File: config.mk
export PLATFORM = sky130hd
export DESIGN_NAME = hex_display_arbiter
export DESIGN_NICKNAME = d
export VERILOG_FILES = /design/src/rtl/hex_display_arbiter_pkg.sv /design/src/rtl/hex_display_arbiter_rr_picker.sv /design/src/rtl/hex_display_arbiter.sv
export SDC_FILE = /design/constraint.sdc
export NUM_CORES = 1
export LEC_CHECK = 0
export CAP_MARGIN = 10
export CORE_UTILIZATION = 42
export DETAILED_ROUTE_END_ITERATION = 10
export PLACE_DENSITY = 0.9
export SETUP_SLACK_MARGIN = 0.5
export SYNTH_ARGS = -nofsm -noshare
export SYNTH_HDL_FRONTEND = slang
export SYNTH_SLANG_ARGS = --single-unit
File: constraint.sdc
create_clock -name i_clk -period 2.3 [get_ports i_clk]
set_input_delay 0.345 -clock i_clk [delete_from_list [all_inputs] [get_ports i_clk]]
set_output_delay 0.345 -clock i_clk [all_outputs]
set_load 0.005 [all_outputs]
File: src/rtl/hex_display_arbiter_pkg.sv
// -----------------------------------------------------------------------------
// hex_display_arbiter_pkg
// Shared definitions for the hex display arbiter: FSM state encodings and the
// geometry of the 6-digit display value bus.
// -----------------------------------------------------------------------------
package hex_display_arbiter_pkg;

    // FSM state encodings, kept as plain constants for legacy tool flows
    localparam logic [0:0] ST_IDLE = 1'b0;
    localparam logic [0:0] ST_SHOW = 1'b1;

    // Display geometry: six 4-bit hex digits form one 24-bit value
    localparam int DIGIT_W    = 4;
    localparam int NUM_DIGITS = 6;
    localparam int NUM_W      = DIGIT_W * NUM_DIGITS;

endpackage

File: src/rtl/hex_display_arbiter_rr_picker.sv
// -----------------------------------------------------------------------------
// rr_picker
// Purely combinational round-robin selector. Searches the request vector
// starting one position after the last granted index, wrapping around, and
// returns the first requester found.
//
// Ports:
//   i_req        request bit per requester
//   i_last       index of the most recently granted requester
//   o_grant_idx  winning requester index (0 when nothing is requested)
//   o_any        high when at least one request is set
// -----------------------------------------------------------------------------
module rr_picker #(
    parameter int N_REQ = 4,
    parameter int SRC_W = 2
) (
    input  logic [N_REQ-1:0] i_req,
    input  logic [SRC_W-1:0] i_last,
    output logic [SRC_W-1:0] o_grant_idx,
    output logic             o_any
);

    int v_idx;

    // Walk offsets from farthest to nearest so the nearest pending requester
    // after i_last is the one left standing.
    always_comb begin
        o_grant_idx = {SRC_W{1'b0}};
        o_any       = 1'b0;
        v_idx       = 0;
        for (int off = N_REQ; off >= 1; off--) begin
            v_idx = (int'(i_last) + off) % N_REQ;
            if (i_req[SRC_W'(v_idx)]) begin
                o_grant_idx = SRC_W'(v_idx);
                o_any       = 1'b1;
            end else begin
                o_any       = o_any;
            end
        end
    end

endmodule

File: src/rtl/hex_display_arbiter.sv
// -----------------------------------------------------------------------------
// hex_display_arbiter
// Time-shares a 6-digit hex display between N_REQ requesters. Grants are made
// round-robin and each grant is held for HOLD_CYCLES clocks; there is no
// preemption. While the granted requester keeps its request up, its value is
// followed live (one cycle of latency); when it drops, the display freezes.
//
// Ports:
//   i_clk    system clock, rising edge
//   i_rst_n  synchronous active-low reset
//   i_req    level-sensitive request per requester
//   i_num    packed 24-bit values, requester k at [k*24+23:k*24]
//   o_num    value driven to the 7-segment decode stage
//   o_src    current or last granted requester index
//   o_ack    one-hot, one-cycle pulse on the cycle a grant starts
//   o_busy   high while a dwell is in progress
//   o_valid  high once any grant has happened, until reset
//
// Build option:
//   HEX_ARB_TAG_EN  when defined, the top digit of o_num shows the source
//                   index and only the low 20 value bits pass through.
// -----------------------------------------------------------------------------
module hex_display_arbiter
    import hex_display_arbiter_pkg::*;
#(
    parameter int N_REQ       = 4,
    parameter int SRC_W       = 2,
    parameter int HOLD_CYCLES = 50000000,
    parameter int CNT_W       = 26
) (
    input  logic               i_clk,
    input  logic               i_rst_n,
    input  logic [N_REQ-1:0]   i_req,
    input  logic [N_REQ*24-1:0] i_num,
    output logic [NUM_W-1:0]   o_num,
    output logic [SRC_W-1:0]   o_src,
    output logic [N_REQ-1:0]   o_ack,
    output logic               o_busy,
    output logic               o_valid
);

    logic [0:0]       r_state;
    logic [CNT_W-1:0] r_cnt;
    logic [SRC_W-1:0] r_last;
    logic [SRC_W-1:0] r_src;
    logic [NUM_W-1:0] r_num;
    logic [N_REQ-1:0] r_ack;
    logic             r_busy;
    logic             r_valid;

    logic [NUM_W-1:0] w_num [N_REQ];
    logic [SRC_W-1:0] w_grant;
    logic             w_any;
    logic             w_dwell_end;
    logic             w_pick;
    logic [NUM_W-1:0] w_pick_num;
    logic [NUM_W-1:0] w_live_num;

    // Unpack the requester value bus into one word per requester
    for (genvar k = 0; k < N_REQ; k++) begin : g_unpack
        assign w_num[k] = i_num[k*NUM_W +: NUM_W];
    end

    rr_picker #(
        .N_REQ (N_REQ),
        .SRC_W (SRC_W)
    ) u_rr_picker (
        .i_req       (i_req),
        .i_last      (r_last),
        .o_grant_idx (w_grant),
        .o_any       (w_any)
    );

    // A pick happens whenever idle, or on the last cycle of a dwell
    assign w_dwell_end = (r_cnt == CNT_W'(HOLD_CYCLES - 1));
    assign w_pick      = (r_state == ST_IDLE) || w_dwell_end;

`ifdef HEX_ARB_TAG_EN
    // Top digit carries the zero-extended source index
    assign w_pick_num = {{(DIGIT_W-SRC_W){1'b0}}, w_grant, w_num[w_grant][NUM_W-DIGIT_W-1:0]};
    assign w_live_num = {{(DIGIT_W-SRC_W){1'b0}}, r_src, w_num[r_src][NUM_W-DIGIT_W-1:0]};
`else
    assign w_pick_num = w_num[w_grant];
    assign w_live_num = w_num[r_src];
`endif

    // FSM, dwell counter and all output registers
    always_ff @(posedge i_clk) begin
        if (!i_rst_n) begin
            r_state <= ST_IDLE;
            r_cnt   <= {CNT_W{1'b0}};
            r_last  <= SRC_W'(N_REQ - 1);
            r_src   <= {SRC_W{1'b0}};
            r_num   <= {NUM_W{1'b0}};
            r_ack   <= {N_REQ{1'b0}};
            r_busy  <= 1'b0;
            r_valid <= 1'b0;
        end else begin
            r_ack <= {N_REQ{1'b0}};
            if (w_pick && w_any) begin
                r_state <= ST_SHOW;
                r_cnt   <= {CNT_W{1'b0}};
                r_last  <= w_grant;
                r_src   <= w_grant;
                r_num   <= w_pick_num;
                r_ack   <= {{(N_REQ-1){1'b0}}, 1'b1} << w_grant;
                r_busy  <= 1'b1;
                r_valid <= 1'b1;
            end else if (w_pick) begin
                // Nothing pending: fall idle, display keeps its last content
                r_state <= ST_IDLE;
                r_cnt   <= {CNT_W{1'b0}};
                r_busy  <= 1'b0;
            end else begin
                r_cnt <= r_cnt + {{(CNT_W-1){1'b0}}, 1'b1};
                if (i_req[r_src]) begin
                    r_num <= w_live_num;
                end else begin
                    r_num <= r_num;
                end
            end
        end
    end

    assign o_num   = r_num;
    assign o_src   = r_src;
    assign o_ack   = r_ack;
    assign o_busy  = r_busy;
    assign o_valid = r_valid;

endmodule

# [Word level (Yosys, flattened, before mapping)]
# Cells that the tools add are included.
[word_totals] regBits=60 out_inout_bits=32
[op_classes] add_sub_neg=5 magnitude_cmp=7 eq_ne=2 shift=1 n_mux=33 bitwise_logic=4 n_reduce_logical=7
[op_table] operator="$mux 24" n=7
[op_table] operator="$bmux 24 s2" n=2
[op_table] operator="$add 26x1->26 const B" n=1
[op_table] operator="$eq 26x26->1 const B" n=1
[op_table] operator="$lt 2x4->1 const B" n=4
[op_table] operator="$mux 1" n=15
[op_table] operator="$bmux 1 s2" n=5
[op_table] operator="$mux 2" n=4
[op_table] operator="$ge 3x3->1 const B" n=2
[op_table] operator="$not 2->3" n=2
[op_table] operator="$add 2x1->2 const B" n=2
[op_table] operator="$add 2x2->2 const B" n=2
[op_table] operator="$reduce_and 2->1" n=2
[op_table] operator="$reduce_bool 2->1" n=2
[op_table] operator="$shl 1x2->4 const A" n=1
[op_table] operator="$lt 2x3->1 const B" n=1
[op_table] operator="$reduce_or 3->1" n=1
[op_table] operator="$ne 2x1->1 const B" n=1
[op_table] operator="$not 1->1" n=2
[op_table] operator="$logic_and 1x1->1" n=1
[op_table] operator="$logic_or 1x1->1" n=1

# [Depth between registers and ports, before layout]
[logic_depth] ltp_word=13 ltp_mapped=9 depth_no_buf=7

# [Cells and area by module]
# Synthesis repeated with hierarchy kept, for this count alone.
[hier_totals] hier_cells=377 hier_area_um2=3965.1
[by_module_without_submodules] mod="hex_display_arbiter" instances=1 cells_per_inst=363 area_each_um2=3873.7
[by_module_without_submodules] mod="rr_picker" instances=1 cells_per_inst=14 area_each_um2=91.3

# [Least setup slack after synthesis]
# Ideal clock, no wire load.
[synth_timing] path_type="register -> register" from="register r_cnt[8]" to="register r_last[1]" t_arrival_ps=2270 required_time_ps=2167 path_slack_ps=-102 stages_incl_launch_ff=9 period_less_slack_ps=2402 cell_sequence="dfxtp_1 > or4_1 > or4_1 > o31a_4 > or2_1 > buf_6 > buf_6 > nand2_1 > nand3_1"
[synth_via] elab_chain_len=3
[synth_lines] item="from (decl)" line_no="hex_display_arbiter.sv:43" rtl="logic [CNT_W-1:0] r_cnt;"
[synth_lines] item="from (signal assigned)" line_no="hex_display_arbiter.sv:91" rtl="r_cnt <= {CNT_W{1'b0}};"
[synth_lines] item="from (signal assigned)" line_no="hex_display_arbiter.sv:102" rtl="r_cnt <= {CNT_W{1'b0}};"
[synth_lines] item="from (signal assigned)" line_no="hex_display_arbiter.sv:112" rtl="r_cnt <= {CNT_W{1'b0}};"
[synth_lines] item="$eq 26x26->1" line_no="hex_display_arbiter.sv:75" rtl="assign w_dwell_end = (r_cnt == CNT_W'(HOLD_CYCLES - 1));"
[synth_lines] item="$logic_or 1x1->1" line_no="hex_display_arbiter.sv:76" rtl="assign w_pick = (r_state == ST_IDLE) || w_dwell_end;"
[synth_lines] item="$logic_and 1x1->1" line_no="hex_display_arbiter.sv:100" rtl="if (w_pick && w_any) begin"
[synth_lines] item="to (signal assigned)" line_no="hex_display_arbiter.sv:92" rtl="r_last <= SRC_W'(N_REQ - 1);"
[synth_lines] item="to (signal assigned)" line_no="hex_display_arbiter.sv:103" rtl="r_last <= w_grant;"
[synth_lines] item="to (decl)" line_no="hex_display_arbiter.sv:44" rtl="logic [SRC_W-1:0] r_last;"
# Every way passes these cells.
# A chain may end at the register's enable or synchronous reset.

# [Final worst setup path]
[layout_timing] from="register r_cnt[24]" to="register r_num[3], in the netlist o_num[3]"
[layout_via] elab_chain_len=5
[layout_lines] item="$eq 26x26->1 *" line_no="hex_display_arbiter.sv:75"
[layout_lines] item="$logic_or 1x1->1 *" line_no="hex_display_arbiter.sv:76"
[layout_lines] item="$logic_and 1x1->1" line_no="hex_display_arbiter.sv:100"
[layout_lines] item="$ne 2x1->1 (no source line) or $reduce_bool 2->1 (tied branches)"
[layout_lines] item="$reduce_and 2->1 (no source line)"
[layout_lines] item="to (signal assigned)" line_no="hex_display_arbiter.sv:94" rtl="r_num <= {NUM_W{1'b0}};"
[layout_lines] item="to (signal assigned)" line_no="hex_display_arbiter.sv:105" rtl="r_num <= w_pick_num;"
[layout_lines] item="to (signal assigned)" line_no="hex_display_arbiter.sv:117" rtl="r_num <= w_live_num;"
[layout_lines] item="to (decl)" line_no="hex_display_arbiter.sv:46" rtl="logic [NUM_W-1:0] r_num;"
# Mark *: on every way between the ends. The rest lies on a longest branch, timed or not.

==> impl.org <==
** Yosys
- Most repeated cell in the gate-level netlist after synthesis :: sky130_fd_sc_hd__dfxtp_1
- The number of nets in the synthesized netlist is between 500 and 600.
- Proportion of netlist area held by the largest area contributor :: a little under a third
- The mapped netlist covers 0.00398 mm2.
- In this run the mean area of a mapped cell was between 9 and 10 um2.
- The synthesized design contains 0 enable-type register cells.
- In this run, synthesis produced a sequential element count of 60.
- Summing the sequential cell areas from Yosys gives 30.2% of the chip area.
- In the synthesized netlist the dominant register cell turns out to be sky130_fd_sc_hd__dfxtp_1.
- Ranked by total cell area, the synthesized netlist is headed by sky130_fd_sc_hd__dfxtp_1 30%, sky130_fd_sc_hd__mux4_2 11%, sky130_fd_sc_hd__mux2_2 6.8%.
- Top cell type by total area after synthesis :: sky130_fd_sc_hd__dfxtp_1
- During synthesis, Yosys emitted a total of 0 warnings.
- Synth Instances :: between 400 and 500
- In the synthesized netlist, the cells that appear most often are 60 x sky130_fd_sc_hd__dfxtp_1, 59 x sky130_fd_sc_hd__nand2_1, 32 x sky130_fd_sc_hd__nor2_1.
- For this run, asynchronously set or reset flops after synthesis account for 0%.
- Number of library cell types mapped by synthesis :: slightly below 50

** Clock network
- At the later pin of the worst-skew pair, clock insertion delay measures 0.35 ns.
- Number of clock sinks :: 60
- After clock tree synthesis, the clock-pin slew on the worst setup and hold paths is ~0.080 ns.
- TritonCTS clock tree :: built
- The H-tree generated during clock tree synthesis spans 3 levels.
- Clock Path Buffers :: 2
- Clock root buffer master :: sky130_fd_sc_hd__clkbuf_8
- Number of buffers created by CTS :: 9

** Global routing
- Number of global-route vias before repair :: between 4000 and 5000
- Total congestion overflow after global routing :: 0
- Global routing used about 28% of the available tracks across all layers.
- Maximum number of pins on one net before global-route repair :: between 40 and 50
- The first global-routing pass estimated around 21000 um of wire.
- The initial antenna violation count came to 0.

** Timing
- Summed over all failing endpoints, the final setup total negative slack is -9.26 ns.
- Once routing completed, OpenROAD measured the worst setup slack at -0.277 ns.
- For the pin with the worst max-slew slack, the measured transition is slightly above 0.4 ns.
- The worst pin sits at a relative slew slack of 72.8%.
- The max-slew violation count was 0.
- Setup repair after global routing could not meet its margin everywhere.
- Static timing analysis puts the maximum clock frequency at 388 MHz.
- Period minus WS final :: around 2.6 ns
- Fin crit share :: 112%
- Setup violations remaining at the end of the flow were counted as 57.
- Final hold slack :: 0.483 ns
- The final number of hold-violating endpoints came to 0.
- Setup clock skew after layout :: ~0.013 ns

** Floorplan
- Die Area :: roughly 0.0099 mm2
- Vertical die dimension :: between 90 and 100 um
- In this run the core area contains 35 standard-cell rows.
- around 130 I/O pins were placed.
- CORE AREA :: 0.00920 mm2
- Die Span X :: around 99 um
- Once the floorplan was initialized, standard cells occupied a little over two fifths of the core.

** Pwr
- For this design the ratio of total power to cell area is roughly 560 mW/mm2.
- VDD sags by at most roughly 0.30 mV.
- Static power due to leakage :: 2.40 nW

** Cells and area
- The area growth from synthesis to layout is 61.9%.
- The post-route netlist has 28.5% of its cells at a drive strength greater than 1.
- After filler insertion, the fill cell instance count of the layout stands at 614.
- Non-filler instance count after layout :: 711
- Summing all non-filler instances in the final layout gives an area of between 0.006 and 0.007 mm2.
- N_diodes :: 0
- Final Core Density :: between 70% and 80%
- # nets final :: 698

** Drt
- DRC :: 0
- After the first detailed-routing iteration, the DRC count stood at roughly 290.
- Number of vias after detailed routing :: about 4300
- The final layout contains routed wiring with a total length of approximately 14000 um.
- The first detailed-routing pass took 5 iterations.
- Once detail routing completed, the nets flagged for antenna violations numbered 0.
- Number of vias per cell after detailed routing :: approximately 6
- Post-DR wirelength/cell :: 20.1 um

** Critical path
- Data arrives at the worst endpoint at 2.81 ns.
- Kind of start point of the critical path :: register
- The critical path goes through or4_4 -> or4_4 -> o31a_4 -> mux2i_4 -> buf_4 -> buf_6 -> buf_16 -> o21ai_2 -> a31oi_2.
- Among the stages of the critical path, the cell type that occurs most often is sky130_fd_sc_hd__or4_4.
- Longest individual stage delay on the worst path :: 0.54 ns
- STA puts the critical path data required time at roughly 2.5 ns.
- The worst setup path is captured at a register.
- Type of the worst setup path :: register to register
- Crit Path Max Fanout :: 6
- Max stage delay cell, worst path :: sky130_fd_sc_hd__or4_4

** Worst hold path
- The worst hold path belongs to the class register to register.

** Flow run
- Max-cap violations in this run came to 0.

** Placed design
- After legalization and detailed placement, the total HPWL measured approximately 8500 um.
- Final weighted congestion in routability-driven placement :: about 0.8
- The count of buffers added on input and output ports is ~130.
- Once placement finished, the instance area stood at about 0.0057 mm2.
- Counting tap cells, the placed design contains a total of between 600 and 700 instances.

** Run status
- Violated checks :: setup timing
- Status :: finished with violations
sequential cells by signal (all words and copies together), names as in the netlist:
signal and count:
o_num 24, o_valid 1, o_ack 4, o_busy 1, r_cnt 26, r_last 2
o_src 2
where the power goes:
part | internal [mW] | total, mW | leakage [nW] | switching, mW
Sequential | 1.11 | 1.16 | 0.495 | 0.0549
Clock | 0.778 | 1.23 | 0.127 | 0.453
Combinational | 0.740 | 1.24 | 1.78 | 0.501
critical path: cells and delay by family (launching register included):
family	cells	cell delay, ns
compound gates	3	0.50
buf+inv	3	0.42
flops	1	0.33
mux	1	0.22
simple gates	2	0.99
cell usage in the layout, fill, tap and decap left out, drive strengths merged, types with 2 or more instances in the layout:
| cell type | n |
|---|---|
| xnor2 | 11 |
| nor4 | 2 |
| bufinv | 3 |
| o211ai | 24 |
| nand4 | 4 |
| or3 | 2 |
| a21boi | 2 |
| mux2i | 25 |
| inv | 5 |
| mux4 | 25 |
| nand2b | 3 |
| nand2 | 61 |
| clkdlybuf4s50 | 133 |
| nor3b | 3 |
| nand3 | 10 |
| or2 | 2 |
| dfxtp | 60 |
| and3 | 3 |
| o21ai | 29 |
| mux2 | 24 |
| a31oi | 24 |
| nor2 | 33 |
| nor3 | 4 |
| and4 | 4 |
| a21oi | 3 |
| xor2 | 11 |
| buf | 60 |
| clkbuf | 15 |
| or4 | 3 |
| bufbuf | 2 |
final timing paths:
path	slack, ns	start	endpoint	cells past startpoint
worst max-delay path	-0.28	r_cnt[24]$_SDFF_PP0_	o_num[3]$_SDFFE_PN0P_	9
worst min-delay path	0.48	o_valid$_SDFFE_PN0N_	o_valid$_SDFFE_PN0N_	1
worst max register to register	-0.28	r_cnt[24]$_SDFF_PP0_	o_num[3]$_SDFFE_PN0P_	9
worst min register to register	0.48	o_valid$_SDFFE_PN0N_	o_valid$_SDFFE_PN0N_	1
cells by family after synthesis:
logic type / share of synthesized area [%]
compound gates: 14.2
xor+xnor: 4.84
flops: 30.2
buf+inv: 6.01
simple gates: 16.4
fa+ha+maj: 0.314
mux: 28.0
metrics by stage:
step | total power, mW | setup WS [ns]
2_1_floorplan | 1.73 | -0.0421
3_3_place_gp | 2.19 | -0.182
3_5_place_dp | 2.22 | -0.236
4_1_cts | 3.54 | -0.170
5_1_grt | 3.76 | -0.298
6_report | 3.64 | -0.277
metal layers:
metal,track usage [%],part of all wire (%)
met1,30.3,38
met2,50.8,52
met3,5.34,6.8
met5,0,0
met4,15.7,3.4
final cells by class:
class,instances,area [um2],area share (%)
clock buffers,12,155,2.41
clock inverters,4,95.1,1.48
inverters,5,18.8,0.291
multi-input cells,321,2670,41.5
flip-flops and latches,60,1210,18.8
well taps,111,139,2.16
repair buffers,198,2150,33.3
repair_timing:
item / CTS / global route
pin swaps: 3 / 3
setup buffers: 9 / 4
hold buffers: 0 / 0
gates cloned: 6 / 3
endpoints found under the hold margin: 0 / 0
endpoints found under the setup margin: 62 / 61
resized for setup: 30 / 17
Power figures use the tool's default switching activity.
==> variant 1: new RTL, same settings <==
The parameter `CNT_W` goes from 26 to 34.
--- a/src/rtl/hex_display_arbiter.sv
+++ b/src/rtl/hex_display_arbiter.sv
@@ -27,5 +27,5 @@
     parameter int SRC_W       = 2,
     parameter int HOLD_CYCLES = 50000000,
-    parameter int CNT_W       = 26
+    parameter int CNT_W       = 34
 ) (
     input  logic               i_clk,
Formal check against the unedited RTL: same outputs for any inputs over 10 cycles, from zero or initial values and one cycle with i_rst_n low; that may be too few to reach the edited logic, so the function may still have changed.
==> variant 1 against the original RTL <==
  * Area after synthesis rose by 19%
  * Sequential cell count rose by 8
  * Design area rose by 8.9%
  * Clock power fell by 15%
  * Final cell count rose by 17%
  * Count of clock-buffer cells in the layout rose by 1
  * Total power rose by 20%
  * Setup slack improved by 0.40 ns
  * Routed wire length rose by 10%
==> variant 1: results (changes against the original RTL) <==
* Layout cells sized above 1 at 0.172 (-0.113)
* R2R depth at 6 (-3)
* Initial DRC count at 273 (-4.2%)
* DR vias/cell at 5.90 (-2.3%)
* Largest net degree at the start of global routing at 35 (-19%)
* Overall routing resource usage at 0.268 (-0.0110)
* R2R setup slack at 0.13 ns (+0.40 ns)
* Critical path arrival at 2.41 ns (-0.40 ns)
* HPWL after detailed placement at 10300 µm (+21%)
* Fin nets at 790 (+13%)
* Worst-path fanout max at 27 (+21)
* Register area share after synthesis at 0.288 (-0.0136)
* Synth cell types at 42 (-14%)
* First-pass GRT wire length at 24200 µm (+14%)
* Max FFs per register at 34 (+31%)
* DP Worst Slack at 0.0135 ns (+0.249 ns)
* # fillers at 760 (+24%)
* Cell count after synthesis at 542 (+30%)
* Hold WS at 0.492 ns (+0.00924 ns)
* Leakage at 2.71 nW (+13%)
* GPL Wtd Cong at 0.846 (+3.9%)
* Min-delay worst type: reg -> reg
* Net count after synthesis at 645 (+24%)
* Peak supply drop at 0.000329 V (+12%)
* Critical path launch point: r_cnt[7]
* RR Endpoint: o_num[19]
* Hold path depth at 2 (+1)
* Post-DP Area at 0.00638 mm² (+12%)
* Top area cells in the synthesized netlist: dfxtp_1 29%, mux2i_1 16%, mux4_2 11%, nor2_1 9.2%, a211o_1 4.5%
* Top cells by count, synth: 116 x nor2_1, 75 x mux2i_1, 68 x dfxtp_1
* Hold endpoint: o_num[9]
* Clk_skew at 0.00731 ns (-0.00618 ns)
* Least-Margin Pin Slew at 0.698 ns (+0.292 ns)
* Vias in the first global route at 5135 (+18%)
* Status: finished clean
* Routed WL at 15700 µm (+10%)
## variant 1: logic make-up (layout without fill, tap and decap cells)
logic type,Yosys count,after routing,synth area share
AO/OA/AOI/OAI,83,83,0.127
XOR/XNOR,32,32,0.0594
adder cells (fa/ha/maj),1,1,0.00265
buffers and inverters,62,210,0.0564
flip-flops,68,68,0.288
multiplexers,100,100,0.276
AND/OR/NAND/NOR,196,196,0.190
## variant 1: worst max path at each step
stage                            to  slack (ns)  depth (start not counted)
after floorplan           o_num[18]        0.25                          8
after global placement    o_num[23]        0.08                          8
after detailed placement  o_num[23]        0.01                          8
after CTS                 r_last[0]        0.20                          7
after global routing      o_num[19]        0.09                          6
final                     o_num[19]        0.13                          6
## variant 1: repair_timing
action	in CTS	in global routing
hold buffers	0	0
pin swaps	6	6
gates resized for setup	40	18
endpoints found under the hold margin	0	0
cloned	5	1
buffers inserted	5	3
endpoints found under the setup margin	70	69
## variant 1: power by group
group	switching, mW	leakage, nW	total, mW	internal (mW)
Combinational	0.861	2.05	1.91	1.05
Clock	0.434	0.108	1.04	0.608
Sequential	0.131	0.558	1.42	1.29
## variant 1: routing by layer
layer / up-vias / share of wire / global-route usage
met5: - / 0 / 0
met2: 243 / 0.51 / 0.469
met3: 62 / 0.068 / 0.0549
li1: 2243 / - / -
met4: 0 / 0.053 / 0.201
met1: 2351 / 0.37 / 0.283
## variant 1: critical path, delay by kind of cell (launching register included)
kind	cells	cell delay, ns
AND/OR/NAND/NOR	2	0.77
buffers and inverters	1	0.22
flip-flops	1	0.35
AO/OA/AOI/OAI	3	0.73
## variant 1: final cells by class
type	count	area, µm²	share of cell area
Multi-Input combinational cell	412	3280	0.468
Timing Repair Buffer	169	1880	0.268
Sequential cell	68	1370	0.195
Clock buffer	13	179	0.0255
Tap cell	140	175	0.0250
Inverter	27	101	0.0144
Clock inverter	1	30.0	0.00428
==> variant 2: new RTL, same flow settings <==
Without the edit above. One comparison of `r_cnt` changes from == to >=.
--- a/src/rtl/hex_display_arbiter.sv
+++ b/src/rtl/hex_display_arbiter.sv
@@ -73,5 +73,5 @@
 
     // A pick happens whenever idle, or on the last cycle of a dwell
-    assign w_dwell_end = (r_cnt == CNT_W'(HOLD_CYCLES - 1));
+    assign w_dwell_end = (r_cnt >= CNT_W'(HOLD_CYCLES - 1));
     assign w_pick      = (r_state == ST_IDLE) || w_dwell_end;
 
Function: no difference found for any inputs over 10 cycles, from zero or initial values and one cycle with i_rst_n low; that may be too few to reach the edited logic, so the function may still have changed.
==> variant 2 against the original RTL <==
  * Sequential cell count did not move
  * Routed wire length fell by 16%
  * Count of clock-buffer cells in the layout fell by 1
  * Combinational power rose by 23%
  * Area after synthesis rose by 0.13%
  * Core utilization fell by 4.7 points
  * Via count fell by 11%
  * Final cell count fell by 8.2%
  * Design area fell by 6.7%
  * Clock power fell by 14%
  * Total power rose by 4.7%
  * Sequential share of layout area rose by 1.3 points
  * Setup slack improved by 0.44 ns
  * Largest cell class unchanged
==> variant 2: results (changes against the original RTL) <==
* # fillers at 711 (+16%)
* Top Layer Used: met4
* Fin nets at 641 (-8.2%)
* First-pass GRT wire length at 18400 µm (-13%)
* GPL Wtd Cong at 0.847 (+4.1%)
* Delay-heaviest family, CP: compound AO/OA/AOI/OAI gates
* CTS Buf Count at 9 (unchanged)
* Clock Tree Root: clkbuf_8
* Layout cells sized above 1 at 0.186 (-0.0987)
* Htree depth at 3 (unchanged)
* Max FFs per register at 26 (unchanged)
* Clk_skew at 0.0111 ns (-0.00238 ns)
* Slowest CP cell: a2111o_1
* DR vias/cell at 5.88 (-2.6%)
* Top cells by count, synth: 97 x mux2i_1, 60 x dfxtp_1, 36 x nor2_1
* Met2 usage at 0.425 (-0.0828)
* Initial antenna violation count at 0 (unchanged)
* Port Buffers at 133 (unchanged)
* Clk slew on worst S/H paths at 0.07 ns
* HPWL after detailed placement at 8090 µm (-5.2%)
* CTS max path bufs at 2 (unchanged)
* Min-delay worst type: reg -> reg
* Largest net degree at the start of global routing at 42 (-2.3%)
* Least-Margin Pin Slew at 0.391 ns (-0.0156 ns)
* Met1 Resource Use GR at 0.269 (-0.0337)
* Met3 WL at 697 µm (-28%)
* Skew-Pair Late Insertion Delay at 0.33 ns (-0.02 ns)
* Async S/R FF share, synth at 0 (unchanged)
* Register area share after synthesis at 0.302 (-0.000379)
* Overall routing resource usage at 0.236 (-0.0432)
* Net count after synthesis at 497 (-4.6%)
* Status: finished clean
* Vias in the first global route at 3914 (-10%)
* Leakage at 2.32 nW (-3.7%)
* Critical path arrival at 2.34 ns (-0.47 ns)
* Drt pass-1 iters at 5 (unchanged)
* Worst-path fanout max at 11 (+5)
* Max incr delay on CP at 0.50 ns (-0.04 ns)
* Met2 WL at 6300 µm (-15%)
* Number of diodes at 0 (unchanged)
* Synth cell types at 40 (-18%)
* Setup bufs post-CTS at 5 (-4)
* Peak supply drop at 0.000310 V (+5.0%)
* Met3 Use GR at 0.0429 (-0.0105)
* Largest Register: r_cnt
* Cts repair resizes at 15 (-50%)
* Top area cells in the synthesized netlist: dfxtp_1 30%, mux2i_1 24%, mux4_2 14%, nor2_1 3.4%, xor2_1 3.3%
* Met1 WL at 4740 µm (-12%)
* ANT nets after route at 0 (unchanged)
* Synth Warn # at 0 (unchanged)
* Routed WL at 12000 µm (-16%)
* Initial DRC count at 160 (-44%)
## variant 2: cell count changes after synthesis, moves of 4 or more
cell,change
a21oi_1,+22
a31oi_1,-21
buf_2,+7
buf_6,-4
clkbuf_1,-8
mux2_2,-24
mux2i_1,+73
mux4_1,-5
mux4_2,+5
nand2_1,-46
nor2_1,+4
o211ai_1,-24
o21ai_0,-4
xor2_1,+4
## variant 2: final cells by class
cell class                      instances  area share
Timing Repair Buffer                  159       0.282
Sequential cell                        60       0.201
Clock buffer                           11      0.0252
Multi-Input combinational cell        306       0.455
Tap cell                              111      0.0231
Clock inverter                          4      0.0121
Inverter                                2     0.00125
## variant 2: per-stage QoR
stage | std cells | worst slack [ns] | instance area, µm²
6_report | 653 | 0.166 | 6010
5_1_grt | 653 | 0.0404 | 6010
4_1_cts | 650 | 0.177 | 5880
3_5_place_dp | 627 | 0.0408 | 5520
3_3_place_gp | 627 | 0.121 | 5520
2_1_floorplan | 394 | 0.310 | 4010
## variant 2: cells by family after synthesis
group                      count (synthesis)  synth area share
muxes                                    122             0.385
DFF                                       60             0.302
AOI/OAI and AO/OA                         63            0.0886
xor gates and xnor gates                  24            0.0528
buffers and inverters                     30            0.0455
adders and majority gates                  1           0.00314
and+or+nand+nor                           94             0.123
## variant 2: power breakdown
group,switching (mW),internal [mW],total (mW),leakage [nW]
Sequential,0.0728,1.14,1.21,0.495
Combinational,0.650,0.881,1.53,1.71
Clock,0.404,0.661,1.06,0.111
## variant 2: final timing paths
path / startpoint / endpoint / slack [ns] / depth (start not counted)
worst max-delay path: r_cnt[2] / o_num[13] / 0.17 / 7
worst min-delay path: o_valid / o_valid / 0.48 / 1
worst max register to register: r_cnt[2] / o_num[13] / 0.17 / 7
worst min register to register: o_valid / o_valid / 0.48 / 1
